==> src/rtl/square_nbit_seq.sv <==
// square_nbit_seq
//   Multi-cycle squarer: p = a*a for a W-bit operand, unsigned or
//   two's-complement per transaction. One shift-add step per cycle over
//   W cycles, valid/ready handshakes on both sides.
//
// Ports
//   clk        rising-edge clock
//   rst_n      synchronous reset, active-low
//   in_valid   operand present on a/sgn
//   in_ready   operand accepted this cycle (IDLE only, gated by rst_n)
//   a          W-bit operand
//   sgn        1 = a is two's-complement, 0 = unsigned
//   out_valid  p holds a completed result
//   out_ready  consumer takes p this cycle
//   p          2W-bit square of the accepted operand
//   busy       high while a transaction is in flight (CALC or DONE)
module square_nbit_seq #(
  parameter int unsigned W = 8
) (
  input  logic           clk,
  input  logic           rst_n,
  input  logic           in_valid,
  output logic           in_ready,
  input  logic [W-1:0]   a,
  input  logic           sgn,
  output logic           out_valid,
  input  logic           out_ready,
  output logic [2*W-1:0] p,
  output logic           busy
);

  localparam int unsigned CW = (W > 1) ? $clog2(W) : 1;

  typedef enum logic [1:0] {IDLE, CALC, DONE} state_t;

  state_t         state;
  logic [W-1:0]   opnd;
  logic [2*W-1:0] acc;
  logic [CW-1:0]  cnt;

  logic [2*W-1:0] addend;
  logic [2*W-1:0] acc_next;
  logic           last;

  // Squaring the magnitude gives the same result as squaring the signed
  // value, so the datapath is purely unsigned after the accept edge.
  always_comb begin
    addend   = {{W{1'b0}}, opnd} << cnt;
    acc_next = opnd[cnt] ? (acc + addend) : acc;
    last     = (cnt == CW'(W - 1));
  end

  always_ff @(posedge clk) begin
    if (!rst_n) begin
      state <= IDLE;
      opnd  <= '0;
      acc   <= '0;
      cnt   <= '0;
      p     <= '0;
    end else begin
      case (state)
        IDLE: begin
          if (in_valid) begin
            opnd  <= (sgn & a[W-1]) ? (~a + W'(1)) : a;
            acc   <= '0;
            cnt   <= '0;
            state <= CALC;
          end
        end
        CALC: begin
          acc <= acc_next;
          if (last) begin
            // The last step's contribution goes straight into p.
            p     <= acc_next;
            state <= DONE;
          end else begin
            cnt <= cnt + CW'(1);
          end
        end
        DONE: begin
          if (out_ready) state <= IDLE;
        end
        default: state <= IDLE;
      endcase
    end
  end

  assign in_ready  = (state == IDLE) & rst_n;
  assign out_valid = (state == DONE);
  assign busy      = (state != IDLE);

endmodule

==> config.mk <==
export PLATFORM = sky130hd
export DESIGN_NAME = square_nbit_seq
export DESIGN_NICKNAME = d
export VERILOG_FILES = /design/src/rtl/square_nbit_seq.sv
export SDC_FILE = /design/constraint.sdc
export NUM_CORES = 1
export LEC_CHECK = 0
export ABC_AREA = 1
export BUFFER_PORTS_ARGS = -buffer_cell sky130_fd_sc_hd__buf_2
export CORE_MARGIN = 1.5
export CORE_UTILIZATION = 36
export CTS_CLUSTER_DIAMETER = 150
export DETAILED_ROUTE_END_ITERATION = 12
export HOLD_SLACK_MARGIN = 0.03
export PLACE_DENSITY = 0.5
export SLEW_MARGIN = 20
export SYNTH_ARGS = -nofsm -noshare
export SYNTH_HDL_FRONTEND = slang
export SYNTH_SLANG_ARGS = --single-unit
==> constraint.sdc <==
create_clock -name clk -period 5.9 [get_ports clk]
set_input_delay 0.885 -clock clk [delete_from_list [all_inputs] [get_ports clk]]
set_output_delay 0.885 -clock clk [all_outputs]
set_load 0.05 [all_outputs]
* Word level (Yosys, flattened, before mapping)
Cells that the tools add are included.
Storage, ports and cells: register bits after elaboration 45, bits of input ports 13, output and inout bits 19, word-level logic and storage cells 41
Cells by class: add/sub/neg operators 3, $lt $le $gt $ge 1, equality and inequality tests 7, shift-type cells 1, mux-type cells 13, bitwise logic cells 3, reductions and logical operators 8
Operator list (count):
- $mux W16 | 2
- $pmux W16 S2 | 1
- $add A16 B16 Y16 | 1
- $shl A8 B3 Y16 | 1
- $add A8 B1 Y8 const B | 1
- $mux W8 | 1
- $not A8 Y8 | 1
- $mux W2 | 3
- $mux W3 | 2
- $ne A2 B2 Y1 const B | 3
- $pmux W2 S3 | 1
- $pmux W3 S2 | 1
- $reduce_and A2 Y1 | 3
- $reduce_and A3 Y1 | 2
- $lt A3 B4 Y1 const B | 1
- $reduce_bool A2 Y1 | 2
- $add A3 B1 Y3 const B | 1
- $bmux W1 S3 | 1
- $eq A3 B3 Y1 const B | 1
- $and A1 B1 Y1 | 2
- $eq A2 B1 Y1 const B | 1
- $eq A2 B2 Y1 const B | 1
- $logic_not A2 Y1 | 1
- $ne A2 B1 Y1 const B | 1
- $mux W1 | 1

* Logic depth before layout (Yosys ltp)
Gate-level depths: netlist of run 1.
depth in word-level cells 4, gate-level depth with buffers 21, depth with buffers taken out 21

* Worst setup path before layout of run 1
Ideal clock, no wire load.
path kind in2out, start point input rst_n, end point output in_ready, data arrival time 1.795 ns, required time 5.015 ns, slack 3.220 ns, cell stages on the path 3, buffers on the path 1, path through inv_1 -> clkbuf_1 -> nor2_1
On the way: cells in the longest elaborated chain, start to end 1
Ends and longest elaborated chain:
- from (decl) | line 21 | input logic rst_n,
- $and A1 B1 Y1 | line 88 | assign in_ready = (state == IDLE) & rst_n;
- to (decl) | line 23 | output logic in_ready,
Every way passes these cells.

* Worst setup path after layout of run 1
Ends and elaborated chain as after synthesis.

==> run summary, run 1 <==
STA
------------------------------------------------------------------------------
Final hold violations                                                        0
Worst-case clock skew                                               0.00724 ns
Share of the clock period used by the worst path                         0.511
Minimum clock period                                                   3.01 ns
Peak clock frequency supported by timing                               332 MHz
Transition time of the tightest slew-check pin                        0.839 ns
RSZ-0062 raised after global routing                                        no
Slew Limit Headroom                                                      0.440
Setup violation total in the final timing report                             0
Post-route setup TNS                                                      0 ns
Worst hold slack across all endpoints                                 0.486 ns
Min setup slack post-route                                             2.89 ns
Final number of max-transition violations                                    0

PWR
------------------------------------------------------------------------------
Share of total power in sequential cells                                 0.448
Clock network fraction of total power                                    0.333
Switching portion of total power                                         0.309
Net switching power figure                                            0.225 mW
Max rail drop VDD                                                   0.000128 V
Cell-internal power                                                   0.502 mW
Power Dens Cells                                                    203 nW/um2
Combinational cell fraction of total power                               0.219
Total power of the final layout                                       0.727 mW
Lkg Pwr                                                                1.81 nW

FINAL LAYOUT
------------------------------------------------------------------------------
Synth-to-layout area growth                                              9.75%
Share of cells above drive strength 1                                   0.0927
Filler instances                                                           971
Final Net Count                                                            581
Most common cell after layout, fill and taps aside                sky130_fd_sc_hd__nand2_1
Leading cell types in the layout, fill and taps excluded          sky130_fd_sc_hd__nand2_1, sky130_fd_sc_hd__inv_1, sky130_fd_sc_hd__dfxtp_1
N_diodes                                                                     0

YOSYS
------------------------------------------------------------------------------
Number of warnings printed during yosys synthesis                            0
Avg Inst Size Synth                                                   6.18 um2
Nets in the synthesized netlist                                            560
Top cells by area in the synthesized netlist                      sky130_fd_sc_hd__dfxtp_1, sky130_fd_sc_hd__nand2_1, sky130_fd_sc_hd__inv_1
Seq/Total Area, Yosys                                                    0.276
Area share of the leading cell type in the synthesized netlist           0.276
Number of standard cells after synthesis                                   528
Netlist Area Pre-Place                                                3260 um2
Number of different library cells in the post-synthesis netlist             35
Library cell with the largest summed area after synthesis         sky130_fd_sc_hd__dfxtp_1
Count of state elements after synthesis                                     45

SETUP PATH
------------------------------------------------------------------------------
Critical path, cell by cell                                       buf_2 > inv_1 > nor2_1 > buf_2
Worst stage delay on the critical path                                 0.44 ns
Worst-path fanout max                                                       25
CP max-delay cell                                                 sky130_fd_sc_hd__inv_1
CP most frequent cell                                             sky130_fd_sc_hd__buf_2
CP Data Required Time                                                  5.02 ns
Arrival time at the worst endpoint                                     2.13 ns
CP Capture Type                                                   primary output
Setup CP Type                                                        in -> out
Nature of the critical path startpoint                            primary input

DIE
------------------------------------------------------------------------------
Starting utilization of the core area                                    0.372
Total core area                                                       8760 um2
Vertical die dimension                                                 98.2 um
Total I/O pin count                                                         32
Die W                                                                  98.2 um
Die area                                                              9640 um2
Number of rows in the core area                                             34

CTS
------------------------------------------------------------------------------
Worst-path clk slew                                                    0.09 ns
Clock root buffer                                                 sky130_fd_sc_hd__clkbuf_8
Clock tree from TritonCTS                                                  yes
Clock latency on the worst-skew pair                                   0.30 ns
Post-CTS setup buffer count                                                  0
H-tree levels                                                                2
Maximum count of clock buffers along a single path                           2
Quantity of hold-fixing buffers added after cts                              0
# clock sinks                                                               45
Total clock buffers created by CTS                                           5
Number of gates resized after cts                                            0

ROUTE
------------------------------------------------------------------------------
Wire per inst                                                          12.9 um
Vias after detailed routing                                               3162
Final wirelength                                                       8520 um
Met3 routed WL                                                          307 um
Initial drt markers                                                        127
Top Layer Used                                                            met4
Vias/cell                                                                 4.81
Met2 Routed Length                                                     3300 um
Post-route ant nets                                                          0
Total iterations of the first detailed-routing run                           5
Routed metal-1 wirelength                                              4770 um
Number of DRC violations after detailed routing                              0

GLOBAL ROUTE
------------------------------------------------------------------------------
Initial antenna violation count                                              0
Total global routing overflow                                                0
Global-route usage over all layers                                       0.184
Wire length of the first global-routing pass                          14200 um
Maximum number of pins on one net before global-route repair                26
Vias in the first global route                                            2911

PLACE
------------------------------------------------------------------------------
Routability congestion estimate                                          0.868
# port buffers                                                              31
DP HPWL                                                                6620 um
Post-Place Setup Slack                                                 2.84 ns

RUN STATUS
------------------------------------------------------------------------------
Run status                                                        finished, final reports clean

RUN
------------------------------------------------------------------------------
Number of max-cap violations                                                 0

WORST HOLD PATH
------------------------------------------------------------------------------
Worst Hold Class                                                    reg -> reg

power groups by stage:
stage | logic (mW) | clock network (mW) | registers [mW]
finish | 0.159 | 0.242 | 0.326
global route | 0.182 | 0.260 | 0.328
CTS | 0.159 | 0.251 | 0.326
detailed placement | 0.158 | 0 | 0.333
global placement | 0.158 | 0 | 0.333
floorplan | 0.124 | 0 | 0.327
cells by family (layout without fill, tap and decap cells):
logic type | count (synthesis) | in the layout | synth area share
AOI/OAI and AO/OA | 101 | 101 | 0.174
xor gates and xnor gates | 7 | 7 | 0.0188
adders and majority gates | 19 | 19 | 0.0752
buffers and inverters | 97 | 119 | 0.120
DFF | 45 | 45 | 0.276
muxes | 3 | 3 | 0.00921
and+or+nand+nor | 256 | 256 | 0.326
metrics by stage:
step	instance area (um2)	instances	util
after detailed placement	3460	650	0.395
after global routing	3580	658	0.408
after floorplan	3260	528	-
after global placement	3460	650	0.395
after CTS	3580	658	0.408
final	3580	658	0.408
sequential cells by signal (all words and copies together) (netlist names):
signal / cells
acc: 16
cnt: 3
opnd: 8
p: 16
state: 2
synthesized netlist by cell type (all sizes together):
cell	instances
mux2i	3
xnor2	5
nor3	6
inv	79
buf	9
or2	7
o221ai	1
a21o	5
o211ai	3
o21ai	44
a22oi	2
nand3b	1
xor2	2
clkinv	1
a221oi	1
nand3	39
nor2	38
o21a	4
dfxtp	45
nand2	160
clkbuf	8
and2	2
ha	18
o21bai	8
a21oi	33
fa	1
nand4	3
path summary, 6_finish.rpt:
path | from | depth (start not counted) | to | slack (ns)
max | rst_n | 4 | in_ready | 2.89
max reg2reg | cnt[1] | 16 | p[10] | 2.99
min | acc[15] | 2 | acc[15] | 0.49
min reg2reg | acc[15] | 2 | acc[15] | 0.49
cell type report:
type | instances | area, um2 | share of cell area
Timing Repair Buffer | 31 | 155 | 0.0434
Tap cell | 108 | 135 | 0.0378
Sequential cell | 45 | 901 | 0.252
Inverter | 80 | 300 | 0.0839
Multi-Input combinational cell | 386 | 1970 | 0.551
Clock buffer | 7 | 86.3 | 0.0241
Clock inverter | 1 | 30.0 | 0.00839
worst max-delay path: cells and delay by family:
family                 cells  cell delay, ns
buffers and inverters      3            1.04
AND/OR/NAND/NOR            1            0.19
layer usage:
layer	global-route usage	vias up
li1	-	1727
met1	0.291	1371
met2	0.260	53
met3	0.0165	11
met4	0.0563	0
met5	0	-
Power figures use the tool's default switching activity.
==> inputs of run 2 (changes only) <==
Settings changed: ABC_AREA 1 to 0.
Clock period 5.9 ns to 3.13 ns, I/O delays scaled along.
==> run summary, run 2 <==
STA
------------------------------------------------------------------------------
Final number of max-transition violations                                    0   unchanged
Minimum clock period                                                   2.93 ns
Slew Limit Headroom                                                      0.583   was 0.440
Worst-case clock skew                                               0.00742 ns   was 0.00724 ns
Peak clock frequency supported by timing                               342 MHz
Share of the clock period used by the worst path                         0.935
Worst hold slack across all endpoints                                 0.423 ns   was 0.486 ns
Setup violation total in the final timing report                             0   unchanged
RSZ-0062 raised after global routing                                       yes   was no
Final hold violations                                                        0   unchanged
Transition time of the tightest slew-check pin                        0.626 ns   was 0.839 ns
Min setup slack post-route                                            0.204 ns   was 2.89 ns
Post-route setup TNS                                                      0 ns   unchanged

PWR
------------------------------------------------------------------------------
Clock network fraction of total power                                    0.332   was 0.333
Max rail drop VDD                                                   0.000147 V   was 0.000128 V
Lkg Pwr                                                                1.36 nW   was 1.81 nW
Combinational cell fraction of total power                               0.175   was 0.219
Switching portion of total power                                         0.290   was 0.309
Share of total power in sequential cells                                 0.493   was 0.448
Cell-internal power                                                   0.864 mW   was 0.502 mW
Net switching power figure                                            0.352 mW   was 0.225 mW
Total power of the final layout                                        1.22 mW   was 0.727 mW
Power Dens Cells                                                    359 nW/um2   was 203 nW/um2

SETUP PATH
------------------------------------------------------------------------------
Critical path buffers and inverters                                          2   was 3
CP Data Required Time                                                  3.33 ns   was 5.02 ns
Setup CP Type                                                       reg -> reg   was in -> out
Critical path, cell by cell                                       buf_12 > nor2_1 > nand3_1 > inv_1 > ha_1 > fa_1 > a21oi_1 > o211ai_1 > nor3b_1 > or4_1 > a32o_1   was buf_2 > inv_1 > nor2_1 > buf_2
Critical path's top delay family                                  simple AND/OR/NAND/NOR gates   was buffers and inverters
Worst stage delay on the critical path                                 0.49 ns   was 0.44 ns
CP max-delay cell                                                 sky130_fd_sc_hd__or4_1   was sky130_fd_sc_hd__inv_1
Worst-path fanout max                                                       14   was 25
CP Capture Type                                                       register   was primary output
Nature of the critical path startpoint                                register   was primary input
Arrival time at the worst endpoint                                     3.13 ns   was 2.13 ns

ROUTE
------------------------------------------------------------------------------
Vias after detailed routing                                               2704   was 3162
Number of DRC violations after detailed routing                              0   unchanged
Post-route ant nets                                                          0   unchanged
Vias/cell                                                                 5.35   was 4.81
Total iterations of the first detailed-routing run                           4   was 5
Initial drt markers                                                         93   was 127
Final wirelength                                                       7640 um   was 8520 um
Wire per inst                                                          15.1 um   was 12.9 um

FINAL LAYOUT
------------------------------------------------------------------------------
Leading cell types in the layout, fill and taps excluded          sky130_fd_sc_hd__dfxtp_1, sky130_fd_sc_hd__nor2_1, sky130_fd_sc_hd__buf_2   was sky130_fd_sc_hd__nand2_1, sky130_fd_sc_hd__inv_1, sky130_fd_sc_hd__dfxtp_1
Final Net Count                                                            431   was 581
Share of cells above drive strength 1                                    0.160   was 0.0927
Post-route insts no fill                                                   505   was 658
Largest regs                                                      acc x16, p x16, opnd x8   unchanged
Most common cell after layout, fill and taps aside                sky130_fd_sc_hd__dfxtp_1   was sky130_fd_sc_hd__nand2_1
N_diodes                                                                     0   unchanged
Core Util, Final                                                         0.416   was 0.408
Post-route standard cell area excluding fillers                       3380 um2   was 3580 um2
Synth-to-layout area growth                                              13.4%   was 9.75%

YOSYS
------------------------------------------------------------------------------
Number of different library cells in the post-synthesis netlist             51   was 35
Seq/Total Area, Yosys                                                    0.302   was 0.276
Number of standard cells after synthesis                                   370   was 528
Avg Inst Size Synth                                                   8.07 um2   was 6.18 um2
Count of state elements after synthesis                                     45   unchanged
Library cell with the largest summed area after synthesis         sky130_fd_sc_hd__dfxtp_1   unchanged
Number of warnings printed during yosys synthesis                            0   unchanged
Top cells by count, synth                                         sky130_fd_sc_hd__dfxtp_1, sky130_fd_sc_hd__nor2_1, sky130_fd_sc_hd__a21oi_1   was sky130_fd_sc_hd__nand2_1, sky130_fd_sc_hd__inv_1, sky130_fd_sc_hd__dfxtp_1
Top FF cell, synth                                                sky130_fd_sc_hd__dfxtp_1   unchanged
Post-synth EDFFs                                                             0   unchanged
Library cell with the highest instance count after synthesis      sky130_fd_sc_hd__dfxtp_1   was sky130_fd_sc_hd__nand2_1
Area share of the leading cell type in the synthesized netlist           0.302   was 0.276
Top cells by area in the synthesized netlist                      sky130_fd_sc_hd__dfxtp_1, sky130_fd_sc_hd__ha_1, sky130_fd_sc_hd__mux2i_1   was sky130_fd_sc_hd__dfxtp_1, sky130_fd_sc_hd__nand2_1, sky130_fd_sc_hd__inv_1
Nets in the synthesized netlist                                            402   was 560
Fraction of registers with async set or reset after synthesis                0   unchanged
Netlist Area Pre-Place                                                2980 um2   was 3260 um2

WORST HOLD PATH
------------------------------------------------------------------------------
Worst Hold Class                                                     in -> reg   was reg -> reg

DIE
------------------------------------------------------------------------------
Number of rows in the core area                                             33   was 34
Total core area                                                       8130 um2   was 8760 um2
Die W                                                                  94.0 um   was 98.2 um
Total I/O pin count                                                         32   unchanged
Vertical die dimension                                                 94.0 um   was 98.2 um
Starting utilization of the core area                                    0.367   was 0.372
Die area                                                              8840 um2   was 9640 um2

PLACE
------------------------------------------------------------------------------
DP HPWL                                                                5870 um   was 6620 um
Number of instances in the placed design                                   497   was 650
Total placed instance area                                            3260 um2   was 3460 um2
# port buffers                                                              31   unchanged
Post-Place Setup Slack                                                0.180 ns   was 2.84 ns
Routability congestion estimate                                          0.886   was 0.868

GLOBAL ROUTE
------------------------------------------------------------------------------
Wire length of the first global-routing pass                          12500 um   was 14200 um
Global-route usage over all layers                                       0.186   was 0.184
Maximum number of pins on one net before global-route repair                23   was 26
Total global routing overflow                                                0   unchanged
Initial antenna violation count                                              0   unchanged
Vias in the first global route                                            2419   was 2911

RUN
------------------------------------------------------------------------------
Number of max-cap violations                                                 0   unchanged

CTS
------------------------------------------------------------------------------
H-tree levels                                                                2   unchanged
Total clock buffers created by CTS                                           5   unchanged
Clock latency on the worst-skew pair                                   0.30 ns   about the same
Clock tree from TritonCTS                                                  yes   unchanged
Post-CTS setup buffer count                                                  0   unchanged
Number of gates resized after cts                                            0   unchanged
Maximum count of clock buffers along a single path                           2   unchanged
Worst-path clk slew                                                    0.09 ns   about the same
Quantity of hold-fixing buffers added after cts                              0   unchanged
Clock root buffer                                                 sky130_fd_sc_hd__clkbuf_8   unchanged
# clock sinks                                                               45   unchanged

RUN STATUS
------------------------------------------------------------------------------
Run status                                                        finished, final reports clean   unchanged

## run 2: worst register-to-register path, cell delays in order (launching register included)
cell,delay [ns]
sky130_fd_sc_hd__dfxtp_1,0.43
sky130_fd_sc_hd__buf_12,0.17
sky130_fd_sc_hd__nor2_1,0.06
sky130_fd_sc_hd__nand3_1,0.16
sky130_fd_sc_hd__inv_1,0.06
sky130_fd_sc_hd__ha_1,0.21
sky130_fd_sc_hd__fa_1,0.42
sky130_fd_sc_hd__a21oi_1,0.19
sky130_fd_sc_hd__o211ai_1,0.19
sky130_fd_sc_hd__nor3b_1,0.19
sky130_fd_sc_hd__or4_1,0.49
sky130_fd_sc_hd__a32o_1,0.26
## run 2: path summary, 6_finish.rpt
| check | from | end | slack, ns | depth (start not counted) |
|---|---|---|---|---|
| hold / removal | out_ready | state[1] | 0.42 | 3 |
| setup reg to reg | cnt[1] | acc[12] | 0.20 | 11 |
| setup / recovery | cnt[1] | acc[12] | 0.20 | 11 |
| hold reg to reg | p[2] | p[2] | 0.45 | 2 |
## run 2: per-layer routing
metal	wire, um	track usage
met1	3640	0.243
met2	3710	0.312
met3	206	0.0316
met4	86	0.0547
met5	0	0
## run 2: final cells by class
cell class	instances	area (um2)
Multi-Input combinational cell	296	1970
Sequential cell	45	901
Clock inverter	1	5.00
Clock buffer	7	96.3
Inverter	9	33.8
Timing Repair Buffer	42	250
Fill cell	852	4750
Tap cell	105	131
## run 2: cells by family (layout without fill, tap and decap cells)
family                   Yosys count  after routing  share of synthesized area
AO/OA/AOI/OAI                    117            117                      0.260
multiplexers                      21             21                     0.0763
AND/OR/NAND/NOR                  127            127                      0.198
flip-flops                        45             45                      0.302
buffers and inverters             29             59                     0.0465
XOR/XNOR                          12             12                     0.0352
adder cells (fa/ha/maj)           19             19                     0.0822
## run 2: power by group through the flow
| stage | clock, mW | combinational (mW) | sequential (mW) |
|---|---|---|---|
| 6_report | 0.403 | 0.213 | 0.600 |
| 5_1_grt | 0.445 | 0.236 | 0.602 |
| 2_1_floorplan | 0 | 0.161 | 0.606 |
| 4_1_cts | 0.421 | 0.214 | 0.600 |
| 3_3_place_gp | 0 | 0.213 | 0.614 |
| 3_5_place_dp | 0 | 0.213 | 0.614 |
